### src/rtl/adder_pkg.sv
// Shared definitions for the digit-serial add/subtract unit:
// FSM state encoding and the legal-parameter check.
package adder_pkg;

   typedef enum logic [1:0] {
      IDLE = 2'd0,
      RUN  = 2'd1,
      DONE = 2'd2
   } state_t;

   function automatic bit legal_params(int w, int d);
      return (d > 0) && (w >= d) && ((w % d) == 0);
   endfunction

endpackage

### src/rtl/ripple_slice.sv
// DIGIT-bit ripple-carry slice built from chained full adders.
// c_msb is the carry into the top bit, used for signed overflow.
module ripple_slice #(
   parameter int DIGIT = 2
) (
   input  logic [DIGIT-1:0] x,
   input  logic [DIGIT-1:0] y,
   input  logic             ci,
   output logic [DIGIT-1:0] sum,
   output logic             co,
   output logic             c_msb
);

   logic [DIGIT:0] c;

   always_comb begin
      c[0] = ci;
      sum  = '0;
      for (int i = 0; i < DIGIT; i++) begin
         sum[i]   = x[i] ^ y[i] ^ c[i];
         c[i+1]   = (x[i] & y[i]) | (c[i] & (x[i] ^ y[i]));
      end
   end

   assign co    = c[DIGIT];
   assign c_msb = c[DIGIT-1];

endmodule

### src/rtl/digit_serial_adder.sv
// Multi-cycle WIDTH-bit add/subtract, DIGIT bits per clock,
// with start/done handshake and signed-overflow flag.
module digit_serial_adder
   import adder_pkg::*;
#(
   parameter int WIDTH = 8,
   parameter int DIGIT = 2
) (
   input  logic             clock,
   input  logic             resetn,
   input  logic             start,
   input  logic             sub,
   input  logic [WIDTH-1:0] a,
   input  logic [WIDTH-1:0] b,
   input  logic             c_in,
   output logic             ready,
   output logic             done,
   output logic [WIDTH-1:0] s,
   output logic             c_out,
   output logic             overflow
);

   localparam int N  = WIDTH / DIGIT;
   localparam int CW = (N > 1) ? $clog2(N) : 1;

   if (!legal_params(WIDTH, DIGIT)) begin : g_bad_params
      $error("digit_serial_adder: WIDTH must be a multiple of DIGIT");
   end

   state_t           state;
   logic [WIDTH-1:0] a_q;
   logic [WIDTH-1:0] b_q;
   logic [CW-1:0]    cnt;
   logic             carry;

   logic [DIGIT-1:0] sum;
   logic             co;
   logic             c_msb;

   ripple_slice #(.DIGIT(DIGIT)) u_slice (
      .x     (a_q[DIGIT-1:0]),
      .y     (b_q[DIGIT-1:0]),
      .ci    (carry),
      .sum   (sum),
      .co    (co),
      .c_msb (c_msb)
   );

   // Operands shift right so the slice always sees the low digit.
   always_ff @(posedge clock or negedge resetn) begin
      if (!resetn) begin
         state    <= IDLE;
         a_q      <= '0;
         b_q      <= '0;
         cnt      <= '0;
         carry    <= 1'b0;
         s        <= '0;
         c_out    <= 1'b0;
         overflow <= 1'b0;
         done     <= 1'b0;
         ready    <= 1'b1;
      end else begin
         unique case (state)
            IDLE: begin
               if (start) begin
                  a_q   <= a;
                  b_q   <= sub ? ~b : b;
                  carry <= sub ? 1'b1 : c_in;
                  cnt   <= '0;
                  ready <= 1'b0;
                  state <= RUN;
               end
            end
            RUN: begin
               s[int'(cnt)*DIGIT +: DIGIT] <= sum;
               a_q   <= a_q >> DIGIT;
               b_q   <= b_q >> DIGIT;
               carry <= co;
               cnt   <= cnt + CW'(1);
               if (cnt == CW'(N-1)) begin
                  c_out    <= co;
                  overflow <= c_msb ^ co;
                  done     <= 1'b1;
                  state    <= DONE;
               end
            end
            DONE: begin
               done  <= 1'b0;
               ready <= 1'b1;
               state <= IDLE;
            end
            default: begin
               done  <= 1'b0;
               ready <= 1'b1;
               state <= IDLE;
            end
         endcase
      end
   end

endmodule
### config.mk
export PLATFORM = sky130hd
export DESIGN_NAME = digit_serial_adder
export DESIGN_NICKNAME = d
export VERILOG_FILES = /design/src/rtl/adder_pkg.sv /design/src/rtl/ripple_slice.sv /design/src/rtl/digit_serial_adder.sv
export SDC_FILE = /design/constraint.sdc
export NUM_CORES = 1
export LEC_CHECK = 0
export BUFFER_PORTS_ARGS = -buffer_cell sky130_fd_sc_hd__buf_4
export CAP_MARGIN = 20
export CELL_PAD_IN_SITES_DETAIL_PLACEMENT = 1
export CELL_PAD_IN_SITES_GLOBAL_PLACEMENT = 1
export CORE_UTILIZATION = 45
export DETAILED_ROUTE_END_ITERATION = 16
export PLACE_DENSITY = 0.8
export SYNTH_ARGS = -nofsm -noshare
export SYNTH_HDL_FRONTEND = slang
export SYNTH_SLANG_ARGS = --single-unit
### constraint.sdc
create_clock -name clock -period 3.3 [get_ports clock]
set_clock_uncertainty 0.2 [all_clocks]
set_input_delay 0.33 -clock clock [delete_from_list [all_inputs] [get_ports clock]]
set_output_delay 0.33 -clock clock [all_outputs]
set_load 0.01 [all_outputs]
* Word level (Yosys, flattened, before mapping)
Cells that the tools add are included.
Storage, ports and cells: register bits after elaboration 33, RAM bits 0, bits of input ports 21, memories 0, word-level logic and storage cells 57, latch bits 0, bits in read-only memories 0
Operators by class: shift operators 2, reductions and logical operators 7, eq/ne operators 4, divide/modulo/power cells 0, bitwise logic cells 14, $lt $le $gt $ge 0, muxes and demuxes 18, add/subtract/negate cells 2, $mul 0
Operator list (number):
- 3-bit negator with 33-bit output | 1
- 2-bit by 33-bit variable shift with 8-bit output, first input constant | 1
- 2-bit by 33-bit indexed part select with 8-bit output | 1
- 8-bit one-hot mux with 2 select lines | 2
- 8-bit 2-to-1 mux | 3
- 2-bit AND reduction | 5
- 8-bit bitwise mux | 1
- 8-bit NOT | 1
- 2-bit one-hot mux with 2 select lines | 2
- 2-bit 2-to-1 mux | 3
- 1-bit one-hot mux with 2 select lines | 3
- 1-bit bitwise XOR | 5
- 1-bit AND | 4
- 1-bit 2-to-1 mux | 4
- 2-bit inequality test, second input constant | 2
- 2-bit by 1-bit adder with 2-bit output, second input constant | 1
- 2-bit by 1-bit == test with 1-bit output, second input constant | 1
- 2-bit == test, second input constant | 1
- 2-bit logical NOT | 1
- 1-bit NOT | 2
- 1-bit bitwise OR | 2
- 2-bit nonzero test | 1

* Logic depth before layout (Yosys ltp)
Gate-level depths: netlist (run 1).
word-level depth 6, mapped depth 6, mapped depth without buffers 5

* Modules after synthesis
A second synthesis (run 1) with hierarchy kept.
Second synthesis, totals: cell total of the unflattened synthesis 144, area total of the unflattened synthesis 1701.6 um^2
Modules (own cells, without submodules):
- digit_serial_adder | seq. area each 827.0 um^2, cells each 142, times used 1, area each 1661.6 um^2
- ripple_slice | seq. area each 0.0 um^2, cells each 2, times used 1, area each 40.0 um^2

* Least setup slack after synthesis (run 1)
No wires, ideal clock.
kind flip-flop to flip-flop, start register a_q[0], end register s[1], data required time 2975 ps, arrival 1699 ps, stages on the path, launching flop included 6, buffers on the path 0, path slack 1276 ps, path through dfrtp_1 fa_1 fa_1 nand2b_1 nor2_1 mux2_2
Between the ends: longest elaborated chain between the ends 6, elaborated cells between the ends (all ways) 8, those cells by class 1 x shift; 1 x mux; 6 x bitwise
Ends and longest elaborated chain:
- start: declaration | line digit_serial_adder.sv:31 | logic [WIDTH-1:0] a_q;
- start signal: assignment | line digit_serial_adder.sv:76 | a_q <= a_q >> DIGIT;
- 1-bit bitwise XOR | line ripple_slice.sv:20, ripple_slice.sv:21
- 1-bit AND | line ripple_slice.sv:21 | c[i+1] = (x[i] & y[i]) | (c[i] & (x[i] ^ y[i]));
- 1-bit bitwise OR | line ripple_slice.sv:21
- 1-bit bitwise XOR | line ripple_slice.sv:20 | sum[i] = x[i] ^ y[i] ^ c[i];
- 2-bit by 33-bit indexed part select with 8-bit output (*) | line digit_serial_adder.sv:75 | s[int'(cnt)*DIGIT +: DIGIT] <= sum;
- 8-bit bitwise mux (*) | line digit_serial_adder.sv:75
- end signal: indexed assignment | line digit_serial_adder.sv:75
- end: declaration | line digit_serial_adder.sv:18 | output logic [WIDTH-1:0] s,
Mark *: on every way between the ends. The rest lies on a longest branch, timed or not. A chain may end at the register's enable or synchronous reset.

* Worst setup path in the final report (run 1)
Ends and elaborated chain as after synthesis.

==> results of run 1 <==
==> registers in the layout, summed over array words and instances, names as in the netlist <==
register	count
c_out	1
ready	1
overflow	1
a_q	8
cnt	2
state	2
b_q	8
carry	1
done	1
s	8
==> cell type report <==
type / instances / area share [%]
multi-input cells: 111 / 38.8
well taps: 46 / 2.82
clock buffers: 6 / 3.56
clock inverters: 2 / 0.491
flip-flops and latches: 33 / 40.6
repair buffers: 35 / 13.0
inverters: 4 / 0.736
==> worst paths after layout <==
| kind | from | to | slack, ps | cells past startpoint |
|---|---|---|---|---|
| max in group asynchronous | resetn | ready$_DFFE_PN1P_ | 2240 | 2 |
| setup reg to reg | a_q[0]$_DFFE_PN0P_ | s[1]$_DFFE_PN0P_ | 1180 | 5 |
| hold reg to reg | ready$_DFFE_PN1P_ | ready$_DFFE_PN1P_ | 290 | 2 |
| min in group asynchronous | resetn | state[0]$_DFFE_PN0P_ | 330 | 2 |
| setup / recovery | a_q[0]$_DFFE_PN0P_ | s[1]$_DFFE_PN0P_ | 1180 | 5 |
| hold / removal | b[6] | b_q[6]$_DFFE_PN0P_ | 130 | 3 |
==> per-layer routing <==
metal,track usage [%],vias up,wire (µm)
met4,12.2,0,123
met3,5.07,14,172
li1,-,616,-
met5,0,-,0
met1,27.6,654,1710
met2,38.3,36,2000
==> through the flow <==
stage | setup slack [ps] | util (%) | hold WS (ps) | total power, mW | instance area, µm²
after detailed placement | 1180 | 56.1 | 90.2 | 1.48 | 1950
after global placement | 1210 | 56.1 | 93.1 | 1.43 | 1950
after global routing | 1080 | 58.8 | 156 | 1.90 | 2040
final | 1180 | 58.8 | 133 | 1.76 | 2040
after CTS | 1170 | 58.8 | 132 | 1.78 | 2040
after floorplan | 1280 | - | -166 | 1.23 | 1700
==> Yosys cell counts (2+ instances only) <==
library cell  instances
dfrtp_1              32
o31ai_1               2
xnor2_1               9
nand2b_1              4
inv_1                 4
buf_6                 3
nand2_1              18
a21oi_1              10
nor2_1                5
nor2b_1               7
o211ai_1              3
nand3b_1              3
buf_2                 5
a221o_1               2
mux2_2                2
a22oi_1               9
a22o_1                5
fa_1                  2
ha_1                  6
o21ai_0              11
==> cell families after synthesis <==
logic type	after synthesis	share of synthesized area (%)
AO/OA/AOI/OAI	47	18.6
AND/OR/NAND/NOR	44	14.5
flip-flops	33	48.7
buffers and inverters	13	4.57
XOR/XNOR	9	4.65
adder cells (fa/ha/maj)	8	6.78
multiplexers	3	2.21
==> power by group through the flow <==
| stage | clock network [mW] | logic, mW | registers [mW] |
|---|---|---|---|
| CTS | 0.298 | 0.784 | 0.698 |
| floorplan | 0 | 0.539 | 0.687 |
| global route | 0.318 | 0.865 | 0.719 |
| global placement | 0 | 0.735 | 0.693 |
| detailed placement | 0 | 0.773 | 0.702 |
| finish | 0.291 | 0.776 | 0.695 |
==> worst register-to-register path, cell delays in order (launching register included) <==
cell and delay (ps):
dfrtp_1 410, fa_1 490, fa_1 490, nand2b_1 130, nor2_1 50, mux2_2 250
==> reports/qor.txt, run 1 <==
Status -> complete, no violations
CP Data Required Time -> 3270 ps
Highest-count cells in the layout ignoring fill and taps -> buf_4 (34), dfrtp_1 (32), nand2_1 (18)
CP delay by family, top -> adder cells
Actual slew at the worst max-slew pin -> 536 ps
Die Y -> 63.4 µm
RSZ-0062 raised after global routing -> false
ANT nets after route -> 0
Fillers -> 391
Syn Nets -> 186
First-pass GRT wire length -> 6.95 mm
Fin. max-slew vios -> 0
Fin crit share -> 64.3%
Logic pwr share -> 44.0%
# nets final -> 219
Bufs and invs on worst path -> 0
CTS resizes -> 0
Die W -> 63.4 µm
Cell repeated most along the worst path -> fa_1
Distinct cells, synth -> 35
Cells after Synth -> 157
Area leader, netlist -> dfrtp_1
Setup tns final -> 0 ps
Pin count of the biggest net entering global routing -> 34
Die area -> 0.00402 mm²
Leading cell type in the layout, fill and taps excluded -> buf_4
Reg area -> 827 µm²
Share of the synthesized area in the top cell type -> 47.2%
I/O Pins -> 33
Sw Pwr -> 0.699 mW
Syn avg cell area -> 10.8 µm²
Initial antenna violation count -> 0
YS warnings -> 0
Startpoint Class -> flip-flop
TritonCTS clock tree -> yes
Net Sw Frac -> 39.7%
Gpl congestion -> 0.795
Vias post-DR -> 1320
Maximum fanout along the worst path -> 3
CTS Buf Count -> 5
Post-synth ARST share -> 100%
Relative slew slack -> 64.3%
FP Rows -> 21
Max frequency -> 0.471 GHz
Worst-case clock buffer depth -> 2
Detailed Place HPWL -> 2.89 mm
Power density cells -> 864 mW/mm²
Drt first-iter violations -> 41
Lkg Pwr -> 0.936 nW
Synth Register Bits -> 33
Main synth FF type -> dfrtp_1
Clk sinks -> 33
Peak VDD IR -> 0.506 mV
DR WL/cell -> 16.9 µm
Final-report hold violation count -> 0
Seq/Total Area, Yosys -> 48.7%
Post-route insts no fill -> 237
Synth-to-layout area growth -> 20.2%
Overflow after GRT -> 0
Final worst path period need -> 2120 ps
EDFF count, synth -> 0
Internal power -> 1.06 mW
N_diodes -> 0
CP arrival -> 2090 ps
CP peak stage delay -> 490 ps
Share of power burned in registers -> 39.5%
Clk_lat worst skew -> 290 ps
Vias in the first global route -> 1468
CP endpoint kind -> flip-flop
Via-to-Cell Ratio -> 5.57
H-tree Lvls -> 2
Synth top area cells -> dfrtp_1 (47%), xnor2_1 (4.6%), ha_1 (4.4%), a22oi_1 (4.0%), nand2_1 (4.0%)
Endpoints failing setup -> 0
Hold WC Path Type -> primary input to flip-flop
Clock root cell -> clkbuf_8
Placed cell count -> 228
Post-CTS repair timing setup buffer count -> 0
Layout cell share with drive strength beyond 1 -> 26.2%
Tot GR Track Use -> 23.0%
Clock share of power -> 16.5%
Core ar. -> 0.00347 mm²
CTS hold repair buffers -> 1
WL final -> 4.00 mm
CP max-delay cell -> fa_1
Initial Utilization -> 48.9%
Kind of critical path -> flip-flop to flip-flop
Area of the multi-input gates -> 792 µm²
Synth Cell Area -> 0.00170 mm²
Post-route DRC -> 0
Number of port buffers -> 32
DRT Pass-1 Iters -> 4
MaxCap Viol Count -> 0
Critical path cell sequence -> fa_1 > fa_1 > nand2b_1 > nor2_1 > mux2_2
Clk slew on worst S/H paths -> 70 ps
(Power assumes the default switching activity.)
==> inputs of run 2 (changes only) <==
CORE_UTILIZATION = 38   (was 45)
PLACE_DENSITY = 0.71   (was 0.8)
clock period = 1.8 ns   (was 3.3 ns; I/O delays follow)
==> run 2 against run 1 <==
Compared with the run above:
- the flow now finishes with violations (hold timing, setup timing)
- worst hold slack worse by 140 ps
- setup slack worse by 1300 ps
- sequential share of layout area down 2.6 points
- die area up 18%
- combinational power up 110%
- first-iteration DRC count down 9.8%
- routed wire length down 0.80%
==> reports/qor.txt, run 2 (synthesis results as in run 1) <==
Die Y -> 68.8 µm
Clk_lat worst skew -> 280 ps
Post-route DRC -> 0
First-pass GRT wire length -> 6.74 mm
CTS Buf Count -> 5
Leading cell type in the layout, fill and taps excluded -> buf_4
Net Sw Frac -> 37.9%
Post-layout power -> 3.44 mW
Final-report hold violation count -> 1
WL final -> 3.97 mm
Design area -> 0.00218 mm²
Initial antenna violation count -> 0
Clock share of power -> 16.2%
N_diodes -> 0
# nets final -> 233
Vias post-DR -> 1360
Synth-to-layout area growth -> 28.4%
CP max-delay cell -> fa_2
Layout cell share with drive strength beyond 1 -> 30.4%
Clk slew on worst S/H paths -> 70 ps
Die W -> 68.8 µm
Place WS -> -209 ps
Number of port buffers -> 32
Core ar. -> 0.00414 mm²
Startpoint Class -> flip-flop
H-tree Lvls -> 2
Relative slew slack -> 70.4%
Status -> finished, violations left
Setup ws final -> -163 ps
CP arrival -> 1940 ps
Logic pwr share -> 47.4%
Power density cells -> 1580 mW/mm²
Clock root cell -> clkbuf_8
Fillers -> 467
Internal power -> 2.14 mW
Critical path cell sequence -> fa_2 > fa_2 > nand2b_1 > nor2_1 > mux2_2
Overflow after GRT -> 0
Clk sinks -> 33
DRT Pass-1 Iters -> 4
Actual slew at the worst max-slew pin -> 443 ps
TritonCTS clock tree -> yes
Highest-count cells in the layout ignoring fill and taps -> buf_4 (44), dfrtp_1 (32), nand2_1 (18)
MaxCap Viol Count -> 0
CP Data Required Time -> 1770 ps
Tot GR Track Use -> 20.1%
Placed instance area -> 0.00202 mm²
Violated checks -> hold timing, setup timing
Worst-case clock buffer depth -> 2
WHS -> -4.07 ps
Fin. max-slew vios -> 0
Cell repeated most along the worst path -> fa_2
I/O Pins -> 33
Fin crit share -> 109%
Drt first-iter violations -> 37
Lkg Pwr -> 1.00 nW
CP endpoint kind -> flip-flop
Pin count of the biggest net entering global routing -> 34
Maximum fanout along the worst path -> 2
Vias in the first global route -> 1402
ANT nets after route -> 0
DR WL/cell -> 15.6 µm
Hold WC Path Type -> primary input to flip-flop
Kind of critical path -> flip-flop to flip-flop
Max frequency -> 0.509 GHz
Peak VDD IR -> 0.650 mV
Setup tns final -> -456 ps
Sw Pwr -> 1.31 mW
Top flop regs -> a_q x8, b_q x8, s x8
CP peak stage delay -> 430 ps
Detailed Place HPWL -> 2.91 mm
Share of power burned in registers -> 36.4%
Endpoints failing setup -> 4
Gpl congestion -> 0.736
Initial Utilization -> 40.9%
Via-to-Cell Ratio -> 5.35
FP Rows -> 23
Die area -> 0.00474 mm²
Final worst path period need -> 1960 ps
RSZ-0062 raised after global routing -> true
==> run 2: what timing repair did <==
item,4_1_cts,5_1_grt
hold endpoints to repair,37,0
pin swaps,3,0
buffers inserted,1,0
setup endpoints to repair,6,8
resized for setup,1,2
hold buffers,5,0
==> run 2: worst max-delay path, delay by kind of cell, from the launching register on <==
kind / cells / cell delay, ps
DFF: 1 / 400
and+or+nand+nor: 2 / 160
muxes: 1 / 250
adders and majority gates: 2 / 840
==> run 2: area by class of cell <==
cell class | count | area (µm²) | area share, %
Sequential cell | 33 | 827 | 38.0
Multi-Input combinational cell | 111 | 807 | 37.0
Timing Repair Buffer | 49 | 380 | 17.5
Clock buffer | 7 | 86.3 | 3.96
Tap cell | 50 | 62.6 | 2.87
Inverter | 4 | 15.0 | 0.689
==> run 2: metal layers <==
layer / track usage (%) / share of wire [%]
met4: 7.65 / 1.3
met3: 4.93 / 3.8
met5: 0 / 0
met1: 24.6 / 45
met2: 34.1 / 50
==> run 2: worst paths after layout <==
check	from	endpoint	slack [ps]	cells past startpoint
hold / removal	b[6]	b_q[6]$_DFFE_PN0P_	-4	3
max in group asynchronous	resetn	ready$_DFFE_PN1P_	890	2
setup reg to reg	carry$_DFFE_PN0P_	s[1]$_DFFE_PN0P_	-160	5
hold reg to reg	ready$_DFFE_PN1P_	ready$_DFFE_PN1P_	270	2
min in group asynchronous	resetn	s[1]$_DFFE_PN0P_	170	2
setup / recovery	carry$_DFFE_PN0P_	s[1]$_DFFE_PN0P_	-160	5
==> run 2: stage by stage <==
stage               util [%]  std cells
floorplan                  -        157
global placement        48.8        241
detailed placement      48.8        241
CTS                     52.3        254
global route            52.6        254
finish                  52.6        254
==> run 2: power groups by stage <==
| stage | logic, mW | clock network [mW] | registers, mW |
|---|---|---|---|
| after floorplan | 0.991 | 0 | 1.26 |
| after global routing | 1.82 | 0.609 | 1.30 |
| after global placement | 1.54 | 0 | 1.25 |
| after detailed placement | 1.60 | 0 | 1.27 |
| after CTS | 1.64 | 0.581 | 1.26 |
| final | 1.63 | 0.558 | 1.25 |
